[src/rtl/seq_barrel_shifter.sv]
// Iterative multi-mode shifter: applies one log2 barrel stage per clock
// (SLL/SRL/SRA/ROL/ROR) behind valid/ready handshakes on both sides.
module seq_barrel_shifter #(
  parameter  int unsigned WIDTH = 16,
  localparam int unsigned CNTW  = $clog2(WIDTH)
) (
  input  logic             clk,
  input  logic             rst,
  input  logic             in_valid,
  output logic             in_ready,
  input  logic [WIDTH-1:0] in_data,
  input  logic [CNTW-1:0]  in_cnt,
  input  logic [2:0]       in_mode,
  output logic             out_valid,
  input  logic             out_ready,
  output logic [WIDTH-1:0] out_data,
  output logic             out_err,
  output logic             busy
);

  localparam logic [2:0] MODE_SLL = 3'b000;
  localparam logic [2:0] MODE_SRL = 3'b001;
  localparam logic [2:0] MODE_SRA = 3'b010;
  localparam logic [2:0] MODE_ROL = 3'b011;
  localparam logic [2:0] MODE_ROR = 3'b100;

  localparam logic [CNTW-1:0] LAST_STAGE = CNTW'(CNTW - 1);

  typedef enum logic [1:0] {
    IDLE  = 2'd0,
    SHIFT = 2'd1,
    DONE  = 2'd2
  } state_e;

  state_e            state_q, state_d;
  logic [WIDTH-1:0]  work_q, work_d;
  logic [CNTW-1:0]   cnt_q, cnt_d;
  logic [2:0]        mode_q, mode_d;
  logic              sign_q, sign_d;
  logic [CNTW-1:0]   stage_q, stage_d;
  logic              in_ready_q, in_ready_d;
  logic              out_valid_q, out_valid_d;
  logic              out_err_q, out_err_d;
  logic              busy_q, busy_d;

  logic [CNTW-1:0]   amt_c;
  logic [CNTW-1:0]   rev_c;
  logic [WIDTH-1:0]  ones_c;
  logic [WIDTH-1:0]  fill_c;
  logic [WIDTH-1:0]  stage_out_c;
  logic              stage_bit_c;

  // One barrel stage: shift/rotate the working register by 2^stage.
  // rev_c = WIDTH - amt, computed modulo 2^CNTW since WIDTH is a power of two.
  always_comb begin
    amt_c       = CNTW'(1) << stage_q;
    rev_c       = CNTW'(0) - amt_c;
    ones_c      = '1;
    fill_c      = sign_q ? ~(ones_c >> amt_c) : '0;
    stage_bit_c = 1'b0;
    for (int unsigned k = 0; k < CNTW; k++) begin
      if (stage_q == CNTW'(k)) stage_bit_c = cnt_q[k];
    end
    case (mode_q)
      MODE_SLL: stage_out_c = work_q << amt_c;
      MODE_SRL: stage_out_c = work_q >> amt_c;
      MODE_SRA: stage_out_c = (work_q >> amt_c) | fill_c;
      MODE_ROL: stage_out_c = (work_q << amt_c) | (work_q >> rev_c);
      MODE_ROR: stage_out_c = (work_q >> amt_c) | (work_q << rev_c);
      default:  stage_out_c = work_q;
    endcase
  end

  // Next-state and registered-output logic.
  always_comb begin
    state_d     = state_q;
    work_d      = work_q;
    cnt_d       = cnt_q;
    mode_d      = mode_q;
    sign_d      = sign_q;
    stage_d     = stage_q;
    in_ready_d  = in_ready_q;
    out_valid_d = out_valid_q;
    out_err_d   = out_err_q;
    busy_d      = busy_q;

    case (state_q)
      IDLE: begin
        if (in_valid) begin
          work_d     = in_data;
          cnt_d      = in_cnt;
          mode_d     = in_mode;
          sign_d     = in_data[WIDTH-1];
          stage_d    = '0;
          out_err_d  = (in_mode > MODE_ROR);
          in_ready_d = 1'b0;
          busy_d     = 1'b1;
          state_d    = SHIFT;
        end
      end
      SHIFT: begin
        if (stage_bit_c) work_d = stage_out_c;
        stage_d = stage_q + CNTW'(1);
        if (stage_q == LAST_STAGE) begin
          stage_d     = '0;
          out_valid_d = 1'b1;
          state_d     = DONE;
        end
      end
      DONE: begin
        if (out_ready) begin
          out_valid_d = 1'b0;
          out_err_d   = 1'b0;
          in_ready_d  = 1'b1;
          busy_d      = 1'b0;
          state_d     = IDLE;
        end
      end
      default: begin
        state_d     = IDLE;
        out_valid_d = 1'b0;
        out_err_d   = 1'b0;
        in_ready_d  = 1'b1;
        busy_d      = 1'b0;
        stage_d     = '0;
      end
    endcase
  end

  // State register; reset abandons any in-flight operation.
  always_ff @(posedge clk) begin
    if (rst) begin
      state_q     <= IDLE;
      work_q      <= '0;
      cnt_q       <= '0;
      mode_q      <= '0;
      sign_q      <= 1'b0;
      stage_q     <= '0;
      in_ready_q  <= 1'b1;
      out_valid_q <= 1'b0;
      out_err_q   <= 1'b0;
      busy_q      <= 1'b0;
    end else begin
      state_q     <= state_d;
      work_q      <= work_d;
      cnt_q       <= cnt_d;
      mode_q      <= mode_d;
      sign_q      <= sign_d;
      stage_q     <= stage_d;
      in_ready_q  <= in_ready_d;
      out_valid_q <= out_valid_d;
      out_err_q   <= out_err_d;
      busy_q      <= busy_d;
    end
  end

  assign in_ready  = in_ready_q;
  assign out_valid = out_valid_q;
  assign out_data  = work_q;
  assign out_err   = out_err_q;
  assign busy      = busy_q;

endmodule

[config.mk]
export PLATFORM = sky130hd
export DESIGN_NAME = seq_barrel_shifter
export DESIGN_NICKNAME = d
export VERILOG_FILES = /design/src/rtl/seq_barrel_shifter.sv
export SDC_FILE = /design/constraint.sdc
export NUM_CORES = 1
export LEC_CHECK = 0
export ABC_AREA = 1
export CAP_MARGIN = 25
export CORE_UTILIZATION = 45
export CTS_BUF_LIST = sky130_fd_sc_hd__clkbuf_4 sky130_fd_sc_hd__clkbuf_8
export DETAILED_ROUTE_END_ITERATION = 10
export HOLD_SLACK_MARGIN = 0.05
export PLACE_DENSITY = 0.74
export SLEW_MARGIN = 20
export SYNTH_ARGS = -nofsm -noshare
export SYNTH_HDL_FRONTEND = slang
export SYNTH_SLANG_ARGS = --single-unit
[constraint.sdc]
create_clock -name clk -period 5.5 [get_ports clk]
set_input_delay 1.1 -clock clk [delete_from_list [all_inputs] [get_ports clk]]
set_output_delay 1.1 -clock clk [all_outputs]
set_load 0.1 [all_outputs]
# Word level (Yosys, flattened, before mapping)
# Cells that the tools add are included.
# word_totals
word_cells	76
regBits	34
ramBits	0
rom_bits	0
latch_bits	0
memories	0
inputBits	27
output_inout_bits	20
# classes
reduce_logical	10
bitwise	7
addsub	2
div_mod_pow	0
mux	26
mul	0
eq_ne	14
order_cmp	1
n_shift	6
# ops
operator	count
$pmux W16 S5	1
$mux W16	3
$or A16 B16 Y16	3
$pmux W16 S2	1
$shl A16 B4 Y16	2
$shr A16 B4 Y16	2
$not A16 Y16	1
$shr A16 B4 Y16 const A	1
$pmux W1 S3	4
$pmux W4 S3	1
$mux W1	10
$reduce_and A3 Y1	3
$eq A4 B2 Y1 const B	2
$mux W4	2
$ne A2 B2 Y1 const B	4
$eq A3 B2 Y1 const B	2
$mux W2	3
$ne A6 B1 Y1 const B	1
$pmux W2 S3	1
$add A4 B1 Y4 const B	1
$eq A4 B1 Y1 const B	1
$logic_not A4 Y1	1
$reduce_and A2 Y1	2
$reduce_and A4 Y1	1
11 further kinds	13

# Longest topological paths before layout
# Gate-level depths: netlist (run 1).
# depth
depth_word	8
ltp_mapped	18
depth_no_buf	15

# Worst setup path after synthesis (run 1)
# OpenSTA, ideal clock, no wires.
# synth_path
kind	register to register
from	register stage_q[1]
to	register work_q[14] (netlist: out_data[14])
path_buffers	4
slack_ns	2.828
t_arrival_ns	2.602
stages_incl_launch_ff	17
t_required_ns	5.430
cell_sequence	dfxtp_1 > buf_2 > inv_1 > nand3_2 > buf_2 > ha_1 > inv_1 > ha_1 > buf_2 > clkinv_1 > clkbuf_1 > nand4_1 > o211ai_1 > nor2_1 > nand3_1 > nand2_1 > a21oi_1
# synth_between
elab_chain_len	8
word_cells_on_any_way	25
# synth_lines
item	line_no	source
start: declaration	40	logic [CNTW-1:0] stage_q, stage_d;
start signal: assignment	149	stage_q <= stage_d;
parallel branches: the longest is 8 deep, another holds $sub A1 B4 Y4	n/a	
end signal: assignment	145	work_q <= work_d;
end: declaration	36	logic [WIDTH-1:0] work_q, work_d;
# Several ways; the timed one is not identified. The select of a mux whose other input is x is not followed.
# A chain may end at the register's enable or synchronous reset.

# Worst setup path in the final report (run 1)
# layout_path
from	register stage_q[2]
to	register work_q[7] (netlist: out_data[7])
# The elaborated chain is that of the path after synthesis.

==> qor.txt, run 1 <==
CTS root buf = clkbuf_8
die area = 10000 um^2
Final Critical Period = 3830 ps
Max Cap Violations = 0
delay-heaviest family, CP = simple AND/OR/NAND/NOR gates
synth warn = 0
Routed Antenna Nets = 0
fin. max-slew vios = 0
clock buffer depth = 2
leakage = 2.24 nW
Worst Setup End Kind = flop
Rows = 35
Mapped Avg Cell Area = 5.30 um^2
net count reported at finish = 870
Peak VDD IR = 0.162 mV
#FFs+latches synth = 34
antenna cells = 0
post-layout instance area = 4910 um^2
Routed WL = 19200 um
Hold Buf Count CTS = 0
GRT Overall Usage = 39.1%
final clock skew = 8.15 ps
Avg WL per Cell = 19.9 um
PwrDens = 327 nW/um^2
total grt overflow = 0
Yosys top cell area share = 25.2%
placed inst area = 4800 um^2
first-pass GRT wire length = 29600 um
leading area contributor after synthesis = nand2_1
CTS tree = yes
WP data arrival = 4060 ps
clock slew at reported path FFs = 80 ps
Rel. slew slack = 29.4%
Initial Utilization = 46.6%
DR vias = 5850
total CTS buffers = 5
Cells after Synth = 816
post-route clock period utilization = 69.6%
Top FF cell, synth = dfxtp_1
Placer Congestion = 1.07
Final setup viols = 0
H-tree depth = 2
synthesized area = 4330 um^2
share of post-route cells with drive strength above 1 = 4.91%
crit path cell chain = nor2_8, inv_2, nor2_4, nand2_4, inv_2, ha_1, clkinv_1, buf_4, nand3_1, o21ai_1, o21ai_0, nand2_1, nand3_1, nand2_1, a21oi_1
Die X = 100 um
core area = 9280 um^2
HPWL Detailed = 14100 um
worst endpoint required time = 5730 ps
count leader, synth = nand2_1
distinct cell type count after synthesis = 36
Fin. Hold Viols = 0
Post-synth EDFFs = 0
Synth area leaders = nand2_1 (25%), nand3_1 (16%), dfxtp_1 (16%)
die span in y = 100 um
RSZ-0062 raised after global routing = no
DR iter-0 viols = 891
setup bufs post-CTS = 0
top cells by count, synth = nand2_1 (290), nand3_1 (140), nor2_1 (63), inv_1 (60), a21oi_1 (55)
initial antenna violation count = 0
CP startpoint kind = flop
WS Path Type = flop to flop
FFs w/ async S/R, synth = 0%
I/O pin count = 47
clk sinks = 34
Worst path slowest cell = nor2_8
Crit path buffers/inverters = 4
Post-route DRC = 0
sequential fraction of the synthesis area = 15.7%
worst slew pin tran = 1060 ps
Critical Path Fanout Max = 37
Port Buffers = 46
Fmax = 261 MHz
Fillers = 1051
largest net degree at the start of global routing = 38
CTS resizes = 0
via count of the first global-routing pass = 5269
power after layout = 1.61 mW
Fin Setup TNS = 0 ps
area grow syn2layout = 13.5%
insertion delay to the later sink of the worst-skew pair = 300 ps
Hold WC Path Type = flop to flop
syn_nets = 851
drt pass-1 iters = 6
Crit path largest cell delay = 500 ps
status = finished clean
vias per cell = 6.07
==> worst reg2reg max path: cells and delay by family, from the launching register on <==
family                     cells  cell delay (ps)
and+or+nand+nor                7             1380
DFF                            1              400
AOI/OAI and AO/OA              3              420
adders and majority gates      1              200
buffers and inverters          4             1370
==> path summary, 6_finish.rpt <==
check / from / to / slack, ps / cells past startpoint
max: stage_q[2] / out_data[7] / 1670 / 15
min: out_err / out_err / 470 / 2
min reg2reg: out_err / out_err / 470 / 2
max reg2reg: stage_q[2] / out_data[7] / 1670 / 15
==> metal layers <==
layer | GRT usage [%] | vias up | share of wire (%)
met5 | 0 | - | 0
met3 | 7.52 | 111 | 9.5
met1 | 48.2 | 2612 | 39
li1 | - | 2738 | -
met4 | 24.1 | 0 | 7.7
met2 | 62.9 | 389 | 44
==> sequential cells by signal (all words and copies together), names as in the netlist <==
signal and count:
out_data 16, cnt_q 4, stage_q 4, mode_q 3, state_q 2, busy 1, in_ready 1, out_err 1
out_valid 1, sign_q 1
==> placed cells by master (no fill, tap or decap) <==
master | netlist | layout
a31oi_1 | 2 | 2
nand2_2 | 3 | 3
buf_4 | 6 | 8
o21a_1 | 1 | 1
a31o_2 | 1 | 1
o2111ai_1 | 1 | 1
dfxtp_1 | 34 | 34
nand3b_1 | 7 | 7
nand3_1 | 140 | 140
o31ai_1 | 1 | 1
inv_2 | 4 | 4
a21oi_1 | 55 | 55
o21ai_1 | 19 | 19
ha_1 | 8 | 8
nor2_8 | 2 | 2
nand3_2 | 5 | 5
o21bai_1 | 1 | 1
clkdlybuf4s50_1 | 0 | 46
bufinv_16 | 0 | 1
nor2_1 | 63 | 62
clkinv_1 | 2 | 2
nand2_1 | 290 | 290
inv_1 | 60 | 60
o21ai_2 | 2 | 2
o211ai_1 | 7 | 7
nand4_1 | 21 | 21
and2_1 | 2 | 2
or2_0 | 1 | 1
nand2_4 | 2 | 2
clkbuf_8 | 0 | 6
nor2_2 | 3 | 4
a211oi_1 | 2 | 2
nor2_4 | 3 | 3
o22ai_1 | 2 | 2
o21ai_0 | 30 | 30
==> cells by family after synthesis <==
logic type	share of synthesized area (%)
simple gates	55.8
fa+ha+maj	2.31
flops	15.7
buf+inv	10.7
compound gates	15.5
==> power by group <==
part / switching [mW] / total (mW) / internal (mW)
registers: 0.0445 / 0.320 / 0.275
logic: 0.751 / 1.03 / 0.280
clock network: 0.109 / 0.254 / 0.145
==> metrics by stage <==
stage / hold WS [ps] / setup slack [ps] / utilization [%] / std cells
detailed placement: 458 / 1830 / 51.7 / 957
floorplan: 455 / 2830 / - / 816
finish: 469 / 1670 / 52.9 / 964
global route: 511 / 1410 / 52.9 / 964
global placement: 451 / 1800 / 51.7 / 957
CTS: 474 / 1800 / 52.9 / 964
==> layout make-up <==
type,count,area (um^2),share of cell area (%)
Sequential cell,34,681,13.9
Inverter,66,248,5.05
Timing Repair Buffer,54,520,10.6
Clock buffer,6,82.6,1.68
Tap cell,129,161,3.29
Clock inverter,1,30.0,0.612
Multi-Input combinational cell,674,3190,64.9
Power figures use the tool's default switching activity.
==> run 2: changes to the inputs <==
- clock period: 5.5 -> 3.86 ns (I/O delays scaled with it)
==> run 2 against run 1 <==
  * Cell count grew 1.2%
  * Sequential cell count is the same
  * Critical path depth is the same
  * Clock-buffer cell count is the same
  * Register-to-register slack lost 1000 ps
  * Largest cell class unchanged
==> qor.txt, run 2 (same netlist as run 1, synthesis figures left out) <==
Port Buffers = 46
Critical R2R Launch = stage_q[1]
CP startpoint kind = flop
Hold Buf Count CTS = 0
worst setup margin = 650 ps
CTS tree = yes
post-route clock period utilization = 83.2%
Worst Setup End Kind = flop
Reg2Reg Depth = 15
Routed Antenna Nets = 0
GRT met1 Usage = 50.8%
core area = 9280 um^2
Final Critical Period = 3210 ps
H-tree depth = 2
met2 Track Usage GR = 65.8%
clock slew at reported path FFs = 90 ps
Final setup viols = 0
M3 GR Usage = 5.85%
drt pass-1 iters = 7
antenna cells = 0
most used cell, CP = nand2_1
min-delay src = out_err
Routed WL = 20100 um
via count of the first global-routing pass = 5682
Fin. Hold Viols = 0
share of post-route cells with drive strength above 1 = 6.26%
GRT Overall Usage = 41.4%
Fmax = 312 MHz
status = finished clean
DP Cell Count = 968
Hold Path Depth = 2
I/O pin count = 47
Hold WS = 465 ps
CTS root buf = clkbuf_8
first-pass GRT wire length = 31300 um
worst endpoint required time = 4040 ps
Rows = 35
final clock skew = 11.5 ps
insertion delay to the later sink of the worst-skew pair = 300 ps
Placer Congestion = 1.04
Initial Utilization = 46.6%
Worst Hold Path EP = out_err
placed inst area = 4890 um^2
worst slew pin tran = 997 ps
Critical Path Fanout Max = 24
Avg WL per Cell = 20.6 um
Most Used Layer, Global Route = met2
Rel. slew slack = 33.3%
CTS resizes = 0
RSZ-0062 raised after global routing = no
commonest cells after routing, fill and taps aside = nand2_1 (290), nand3_1 (140), nor2_1 (62), inv_1 (60), a21oi_1 (55)
max reg flops = 16
die span in y = 100 um
reg-to-reg slack, setup = 650 ps
post-layout instance area = 4990 um^2
DR vias = 5909
vias per cell = 6.05
Die X = 100 um
Worst path slowest cell = inv_1
fin. max-slew vios = 0
net count reported at finish = 881
setup bufs post-CTS = 0
HPWL Detailed = 14900 um
WS Path Type = flop to flop
largest net degree at the start of global routing = 33
WP data arrival = 3390 ps
leakage = 2.29 nW
PwrDens = 452 nW/um^2
Crit path largest cell delay = 460 ps
pre-CTS worst setup slack = 792 ps
DR iter-0 viols = 616
crit path cell chain = inv_1, nand2_1, nor2_8, ha_1, inv_1, buf_4, nand2_1, nand2_1, nand2_1, nand2_1, nor2_1, nor2_1, nand3_1, nand2_1, a21oi_1
non-filler cells, final = 976
Hold WC Path Type = flop to flop
area grow syn2layout = 15.3%
die area = 10000 um^2
clock buffer depth = 2
total CTS buffers = 5
Post-route DRC = 0
Peak VDD IR = 0.304 mV
initial antenna violation count = 0
Max Cap Violations = 0
reg-to-reg endpoint = out_data[9]
clk sinks = 34
total grt overflow = 0
leading cell type in the layout, fill and taps excluded = nand2_1
Fin Setup TNS = 0 ps
## run 2: cell types whose count changed in the layout (fill, tap and decap cells not counted)
cell and delta:
bufinv_16 -1, clkinv_2 +1, clkinvlp_4 +1, buf_4 +10, buf_12 +1
## run 2: through the flow
| step | total power, mW | util [%] |
|---|---|---|
| floorplan | 1.47 | - |
| global placement | 1.92 | 52.7 |
| detailed placement | 1.90 | 52.7 |
| CTS | 2.21 | 53.7 |
| global route | 2.39 | 53.7 |
| finish | 2.25 | 53.7 |
## run 2: worst max-delay path: cells and delay by family (launching register included)
family                   cells  cell delay (ps)
AND/OR/NAND/NOR             10             1270
buffers and inverters        3             1000
flip-flops                   1              430
adder cells (fa/ha/maj)      1              320
AO/OA/AOI/OAI                1               50
## run 2: where the power goes
part | total (mW) | internal (mW) | leakage (nW) | switching, mW
logic | 1.49 | 0.414 | 1.96 | 1.08
registers | 0.448 | 0.393 | 0.280 | 0.0553
clock network | 0.314 | 0.144 | 0.0472 | 0.169
total | 2.25 | 0.951 | 2.29 | 1.30
## run 2: area by class of cell
class                           instances  area (um^2)
Fill cell                            1022         4300
Multi-Input combinational cell        674         3190
Sequential cell                        34          681
Timing Repair Buffer                   65          616
Inverter                               66          248
Tap cell                              129          161
Clock buffer                            6         82.6
Clock inverter                          2         12.5
## run 2: how the worst max path moves through the flow
stage / endpoint / startpoint / slack, ps
after floorplan: out_data[14] / stage_q[1] / 1190
after global placement: out_data[7] / stage_q[2] / 860
after detailed placement: out_data[13] / stage_q[1] / 790
after CTS: out_data[9] / stage_q[1] / 770
after global routing: out_data[13] / stage_q[1] / 430
final: out_data[9] / stage_q[1] / 650
## run 2: metal layers
metal,up-vias,wire length [um],share of wire (%)
met5,-,0,0
met4,0,1650,8.2
met3,109,1790,8.9
met2,415,8830,44
met1,2622,7820,39
li1,2763,-,-
==> run 3: changes to the inputs <==
- PLACE_DENSITY: 0.74 -> 0.76
- clock period: 3.86 -> 2.9 ns (I/O delays scaled with it)
==> run 3 against run 2 <==
  * Global-route usage shrank 0.78 points
  * Highest routed layer unchanged
  * Register-to-register slack lost 410 ps
  * Fmax grew 21%
  * Cell count grew 1.0%
  * Setup slack lost 410 ps
  * Clock power grew 81%
  * Critical path type unchanged
  * Via count grew 0.30%
  * Clock skew shrank 2.1 ps
  * Critical path depth shrank 2
==> qor.txt, run 3 (same netlist as run 1, synthesis figures left out) <==
total grt overflow = 0
clock slew at reported path FFs = 90 ps
via count of the first global-routing pass = 5513
final clock skew = 9.42 ps
drt pass-1 iters = 6
commonest cells after routing, fill and taps aside = nand2_1 (290), nand3_1 (140), nor2_1 (62), inv_1 (60), a21oi_1 (55)
RSZ-0062 raised after global routing = no
CP startpoint = stage_q[1]
antenna cells = 0
HPWL Detailed = 14300 um
clock buffer depth = 2
leading cell type in the layout, fill and taps excluded = nand2_1
setup bufs post-CTS = 0
PwrDens = 626 nW/um^2
Crit path largest cell delay = 480 ps
Hold WS = 474 ps
fin. max-slew vios = 0
GRT Overall Usage = 40.7%
I/O pin count = 47
crit path cell chain = inv_1, nand3_2, ha_1, inv_1, ha_1, clkinv_1, buf_12, nand4_1, o211ai_1, nor2_1, nand3_1, nand2_1, a21oi_1
Max Cap Violations = 0
Worst path depth = 13
area grow syn2layout = 17.7%
Initial Utilization = 46.6%
Post-Route Utilization = 54.8%
Final Critical Period = 2660 ps
H-tree depth = 2
total CTS buffers = 5
core area = 9280 um^2
Hold WC Path Type = flop to flop
Avg WL per Cell = 19.9 um
reg-to-reg slack, setup = 240 ps
largest net degree at the start of global routing = 34
Fin Setup TNS = 0 ps
DR vias = 5927
reg-to-reg endpoint = out_data[14]
Worst path slowest cell = dfxtp_1
status = finished clean
insertion delay to the later sink of the worst-skew pair = 310 ps
CTS root buf = clkbuf_8
worst slew pin tran = 580 ps
Critical Path End = out_data[14]
post-route clock period utilization = 91.7%
Placer Congestion = 1.07
leakage = 2.41 nW
net count reported at finish = 891
Fmax = 376 MHz
clk sinks = 34
die span in y = 100 um
Worst Setup End Kind = flop
first-pass GRT wire length = 30300 um
Fillers = 1008
share of post-route cells with drive strength above 1 = 9.68%
Routed WL = 19600 um
Final setup viols = 0
Port Buffers = 46
Reg2Reg Depth = 13
DP Cell Count = 978
CP startpoint kind = flop
Peak VDD IR = 0.274 mV
Rows = 35
Routed Antenna Nets = 0
vias per cell = 6.01
Rel. slew slack = 61.1%
delay-heaviest family, CP = simple AND/OR/NAND/NOR gates
Fin. Hold Viols = 0
Critical Path Fanout Max = 28
CTS tree = yes
die area = 10000 um^2
worst endpoint required time = 3090 ps
WP data arrival = 2850 ps
max reg flops = 16
WS Path Type = flop to flop
non-filler cells, final = 986
Hold Buf Count CTS = 0
Critical R2R Launch = stage_q[1]
Post-route DRC = 0
initial antenna violation count = 0
Die X = 100 um
DR iter-0 viols = 679
Crit path buffers/inverters = 4
==> run 3: changes by cell type in the layout (fill, tap and decap cells not counted) <==
cell,before,now
clkbuf_8,6,5
clkdlybuf4s50_1,46,26
buf_12,1,4
bufinv_16,0,2
clkinv_2,1,0
clkinv_4,0,1
buf_4,18,45
o21ai_1,19,20
o21ai_0,30,29
clkinvlp_4,1,0
==> run 3: per-stage QoR <==
stage                     total power [mW]  worst slack, ps  area [um^2]
after CTS                             3.11              425         5090
after global routing                  3.38             52.5         5090
after floorplan                       1.96              228         4330
after global placement                2.55              487         4950
after detailed placement              2.54              441         4950
final                                 3.19              242         5090
==> run 3: layout make-up <==
class | instances | area (um^2) | area share [%]
repair buffers | 75 | 678 | 13.3
inverters | 66 | 248 | 4.87
well taps | 129 | 161 | 3.17
multi-input cells | 674 | 3190 | 62.6
clock inverters | 3 | 68.8 | 1.35
flip-flops and latches | 34 | 681 | 13.4
clock buffers | 5 | 68.8 | 1.35
==> run 3: how the worst min path moves through the flow <==
stage	endpoint	cells past startpoint	from	slack, ps
global placement	busy	2	busy	450
CTS	busy	2	busy	470
global route	out_err	2	out_err	500
finish	busy	2	busy	470
detailed placement	busy	2	busy	460
floorplan	cnt_q[0]	2	cnt_q[0]	450
==> run 3: routing by layer <==
| layer | track usage [%] | wire (um) |
|---|---|---|
| met1 | 47.3 | 7310 |
| met2 | 63.4 | 8360 |
| met4 | 30.1 | 1770 |
| met5 | 0 | 0 |
| met3 | 12.0 | 2200 |
==> run 3: power breakdown <==
group	internal, mW	total [mW]	switching, mW
sequential	0.522	0.604	0.0818
combinational	0.578	2.02	1.44
clock	0.345	0.568	0.223
total	1.45	3.19	1.74
==> run 3: worst min-delay path, stage by stage, from the launching register on <==
cell and delay [ps]:
dfxtp_1 320, nand2_1 60, a21oi_1 50
==> run 3: repair_timing <==
action                                 in CTS  in global routing
endpoints found under the hold margin       0                  0
resized for setup                           0                  1
setup endpoints to repair                   0                  1
